**src/rtl/alu_issuer.sv**
```systemverilog
// Issues one ALU operation at a time and holds the result until the consumer takes it.
// The optional BUSY timeout is built only when ALU_ISSUER_TIMEOUT_EN is defined.
module alu_issuer #(
    parameter int unsigned TIMEOUT = 64
) (
    input  logic        Clk,
    input  logic        Reset,
    input  logic        ReqValid,
    output logic        ReqReady,
    input  logic [31:0] ReqA,
    input  logic [31:0] ReqB,
    input  logic [2:0]  ReqOp,
    output logic [31:0] AluA,
    output logic [31:0] AluB,
    output logic [2:0]  AluOp,
    output logic        AluReq,
    input  logic        AluWe,
    input  logic [31:0] AluResult,
    input  logic        AluZ,
    input  logic        AluV,
    input  logic        AluC,
    output logic        RspValid,
    input  logic        RspReady,
    output logic [31:0] RspResult,
    output logic        RspZ,
    output logic        RspV,
    output logic        RspC,
    output logic        RspErr
);

    typedef enum logic [1:0] {
        IDLE = 2'd0,
        BUSY = 2'd1,
        RESP = 2'd2
    } state_t;

    state_t      state_q;
    logic [31:0] alu_a_q;
    logic [31:0] alu_b_q;
    logic [2:0]  alu_op_q;
    logic [31:0] rsp_result_q;
    logic        rsp_z_q;
    logic        rsp_v_q;
    logic        rsp_c_q;

`ifdef ALU_ISSUER_TIMEOUT_EN
    // BUSY lasts at most TIMEOUT cycles: the abort edge is the one where the count reads TIMEOUT-1.
    localparam logic [15:0] CNT_LAST = 16'(TIMEOUT - 1);
    logic [15:0] cnt_q;
    logic        rsp_err_q;
`else
    localparam int unsigned unused_timeout = TIMEOUT;
`endif

    always_ff @(posedge Clk or negedge Reset) begin
        if (!Reset) begin
            state_q      <= IDLE;
            alu_a_q      <= '0;
            alu_b_q      <= '0;
            alu_op_q     <= '0;
            rsp_result_q <= '0;
            rsp_z_q      <= 1'b0;
            rsp_v_q      <= 1'b0;
            rsp_c_q      <= 1'b0;
`ifdef ALU_ISSUER_TIMEOUT_EN
            cnt_q        <= '0;
            rsp_err_q    <= 1'b0;
`endif
        end else begin
            case (state_q)
                IDLE: begin
                    if (ReqValid) begin
                        alu_a_q  <= ReqA;
                        alu_b_q  <= ReqB;
                        alu_op_q <= ReqOp;
                        state_q  <= BUSY;
`ifdef ALU_ISSUER_TIMEOUT_EN
                        cnt_q    <= '0;
`endif
                    end
                end
                BUSY: begin
                    // A result arriving on the abort edge takes priority over the timeout.
                    if (AluWe) begin
                        rsp_result_q <= AluResult;
                        rsp_z_q      <= AluZ;
                        rsp_v_q      <= AluV;
                        rsp_c_q      <= AluC;
                        state_q      <= RESP;
`ifdef ALU_ISSUER_TIMEOUT_EN
                        rsp_err_q    <= 1'b0;
                    end else if (cnt_q == CNT_LAST) begin
                        rsp_result_q <= '0;
                        rsp_z_q      <= 1'b0;
                        rsp_v_q      <= 1'b0;
                        rsp_c_q      <= 1'b0;
                        rsp_err_q    <= 1'b1;
                        state_q      <= RESP;
                    end else begin
                        cnt_q        <= cnt_q + 16'd1;
`endif
                    end
                end
                RESP: begin
                    if (RspReady) begin
                        state_q <= IDLE;
                    end
                end
                default: state_q <= IDLE;
            endcase
        end
    end

    assign ReqReady  = (state_q == IDLE);
    assign AluReq    = (state_q == BUSY);
    assign RspValid  = (state_q == RESP);
    assign AluA      = alu_a_q;
    assign AluB      = alu_b_q;
    assign AluOp     = alu_op_q;
    assign RspResult = rsp_result_q;
    assign RspZ      = rsp_z_q;
    assign RspV      = rsp_v_q;
    assign RspC      = rsp_c_q;
`ifdef ALU_ISSUER_TIMEOUT_EN
    assign RspErr    = rsp_err_q;
`else
    assign RspErr    = 1'b0;
`endif

endmodule
```
**config.mk**
```make
export PLATFORM = sky130hd
export DESIGN_NAME = alu_issuer
export DESIGN_NICKNAME = d
export VERILOG_FILES = /design/src/rtl/alu_issuer.sv
export SDC_FILE = /design/constraint.sdc
export NUM_CORES = 1
export LEC_CHECK = 0
export ABC_AREA = 1
export ABC_CLOCK_PERIOD_IN_PS = 1400
export CORE_MARGIN = 5
export CORE_UTILIZATION = 30
export CTS_CLUSTER_DIAMETER = 60
export CTS_CLUSTER_SIZE = 40
export DETAILED_ROUTE_END_ITERATION = 8
export GPL_ROUTABILITY_DRIVEN = 0
export PLACE_DENSITY = 0.7
export SLEW_MARGIN = 20
export SYNTH_ARGS = -nofsm -noshare
export SYNTH_HDL_FRONTEND = slang
export SYNTH_SLANG_ARGS = --single-unit
```
**constraint.sdc**
```tcl
create_clock -name Clk -period 1.4 [get_ports Clk]
set_input_delay 0.21 -clock Clk [delete_from_list [all_inputs] [get_ports Clk]]
set_output_delay 0.21 -clock Clk [all_outputs]
set_load 0.02 [all_outputs]
```
==> flow_summary.json, run 1 <==
{
  "status": "complete, no violations",
  "fillCellCount": 1337,
  "ctsRootBufferMaster": "clkbuf_16",
  "setup_ws_ns": 0.05071,
  "synth_area_um2": 4168,
  "critPathSlowestCell": "dfrtp_2",
  "ir_worst_vdd_v": 0.0009106,
  "critPathMaxFanout": 5,
  "crit_path_cell_trace": "inv_1 > nand2_1 > inv_2 > buf_4",
  "drive_above_1_share": 0.06015,
  "tightest_slew_ns": 0.5560,
  "core_region_area_um2": 13770,
  "clock_sinks": 104,
  "synthCells": 459,
  "crit_path_max_incr_delay_ns": 0.45,
  "ys_warn_count": 0,
  "clkLatencyLatePin_ns": 0.34,
  "synth_most_common_cell": "nand2_1",
  "cp.depth": 4,
  "grt_pass1_vias": 4102,
  "die_area_um2": 16350,
  "synth_top_area_share": 0.6244,
  "post-route-drc-count": 0,
  "async_flop_share": 1.000,
  "synth-edff-count": 0,
  "row_count": 43,
  "cts-htree-levels": 3,
  "routed_wl_um": 13080,
  "cts_tree": "yes",
  "grt_pass1_wl_um": 21050,
  "drtIter0Drc": 203,
  "clock_path_buffers": 2,
  "path_buf_inv": 3,
  "power.density_nw_per_um2": 2257,
  "synth_cell_types": 15,
  "post-place-ws_ns": -0.07816,
  "finalMaxSlewViolations": 0,
  "critPathArrivalTime_ns": 1.14,
  "dr.pass1.iters": 4,
  "r2r_cells": 5,
  "grt_usage": 0.1605,
  "cts-buffers-inserted": 9,
  "synth_commonest_cells": "nand2_1, dfrtp_1, nand3_1, nand4_1, buf_2",
  "antenna_cells": 0,
  "p_leak_uw": 0.003513,
  "period_share": 0.9638,
  "min_from": "ReqValid",
  "dp_hpwl_um": 9355,
  "nNetsFinal": 767,
  "startpoint_type": "flop",
  "crit_type": "flop to output pin",
  "seq_area_um2": 2604,
  "vias": 3978,
  "reg2reg_from": "state_q[0]",
  "synth.area.top_cells": "dfrtp_1, nand2_1, nand3_1",
  "cts.clk_slew.worst_paths_ns": 0.07,
  "crit_family": "flip-flops",
  "setup-tns-final_ns": 0,
  "ant_nets": 0,
  "antenna_found_initial": 0,
  "cap_violations": 0,
  "yosysTopAreaCell": "dfrtp_1",
  "wl_per_cell_um": 15.48,
  "gr-total-overflow": 0,
  "startpoint": "state_q[0]",
  "holdPathStages": 3,
  "viasPerCell": 4.708,
  "rsz0062_at_grt": "true",
  "finalSetupViolCount": 0,
  "die_w_um": 127.9,
  "synth_seq_cells": 104,
  "end_kind": "output pin",
  "fp.dieH_um": 127.9,
  "multiInputGateArea_um2": 1369,
  "syn-num-nets": 566,
  "maxSlewHeadroom": 0.6294,
  "synthFlopType": "dfrtp_1",
  "final_hold_viol_count": 0,
  "area_growth_pct": 61.18,
  "grt_max_degree": 105,
  "fmax_ghz": 0.7411,
  "io_pins": 213,
  "clock_skew_ns": 0.003985,
  "initial_utilization": 0.3026,
  "synth_seq_area_share": 0.6244,
  "cp.required_ns": 1.19,
  "syn_avg_cell_area_um2": 9.080,
  "min_period_ns": 1.349,
  "hold_class": "primary input to flop",
  "numPortBuffers": 211
}
[report_power, final]
| group | internal, µW | leakage (µW) | switching (µW) | total [µW] |
|---|---|---|---|---|
| Clock | 1480 | 0.000150 | 1050 | 2530 |
| Sequential | 4440 | 0.00129 | 774 | 5220 |
| Combinational | 2820 | 0.00208 | 4590 | 7410 |
| Total | 8740 | 0.00351 | 6420 | 15200 |
[through the flow]
step           cell area (µm²)  power (µW)  hold slack [ns]  cells  utilization
6_report                  6718       15160           0.1976    845       0.4877
5_1_grt                   6718       16280           0.2153    845       0.4877
4_1_cts                   6668       15180           0.1854    843       0.4841
3_5_place_dp              6489       13620           0.3292    826       0.4711
3_3_place_gp              6489       13450           0.3171    826       0.4711
2_1_floorplan             4168        9347         -0.08559    459            -
[cell families after synthesis]
logic type             synth area share
AOI/OAI and AO/OA              0.002402
buffers and inverters           0.04713
DFF                              0.6244
other                         0.0008998
and+or+nand+nor                  0.3251
[sequential cells by signal, indices dropped and copies added (netlist names)]
signal,count
AluA,32
AluB,32
RspResult,32
AluOp,3
state_q,2
RspC,1
RspV,1
RspZ,1
[cells in the final DEF, fill, tap and decap left out, drive strengths merged]
cell type / count
nand2: 207
clkdlybuf4s50: 104
dfrtp: 104
dlygate4sd2: 102
nand3: 68
nand4: 35
buf: 19
clkbuf: 14
inv: 4
o21ai: 2
clkinv: 2
nor2: 1
conb: 1
bufinv: 1
dlygate4sd3: 1
[path summary, 6_finish.rpt]
kind / endpoint / slack (ns)
max: RspValid / 0.05
min: AluOp[1] / 0.20
max reg2reg: RspResult[7] / 0.07
min reg2reg: AluB[8] / 0.46
max in group asynchronous: state_q[0] / 0.50
min in group asynchronous: RspResult[17] / 0.48
[metal layers]
layer,wire [µm],up-vias,track usage
met4,293,0,0.06492
met3,1296,21,0.05417
met1,5484,1878,0.2017
met2,6008,188,0.2545
li1,-,1891,-
met5,0,-,0
[repair_timing]
item,4_1_cts,5_1_grt
hold endpoints to repair,104,0
setup endpoints to repair,178,77
resized for setup,118,6
pin swaps,0,1
setup buffers,0,1
hold buffers,1,0
gates cloned,0,1
[worst register-to-register path: cells and delay by family (launching register included)]
family	cells	cell delay [ns]
buffers and inverters	2	0.51
DFF	1	0.42
and+or+nand+nor	3	0.28
[layout make-up]
class	instances	area share
flip-flops and latches	104	0.3876
clock inverters	3	0.005960
inverters	4	0.002235
repair buffers	227	0.3282
clock buffers	13	0.03874
well taps	180	0.03353
multi-input cells	314	0.2038
Note: power is estimated with default switching activity, not from simulation.
==> run 2, diff against run 1 <==
--- a/config.mk
+++ b/config.mk
@@ -7,6 +7,7 @@
 export LEC_CHECK = 0
 export ABC_AREA = 1
 export ABC_CLOCK_PERIOD_IN_PS = 1400
+export CAP_MARGIN = 20
 export CORE_MARGIN = 5
 export CORE_UTILIZATION = 30
 export CTS_CLUSTER_DIAMETER = 60
==> results of run 2 <==
Final layout, timing and power as in run 1 (identical DEF).
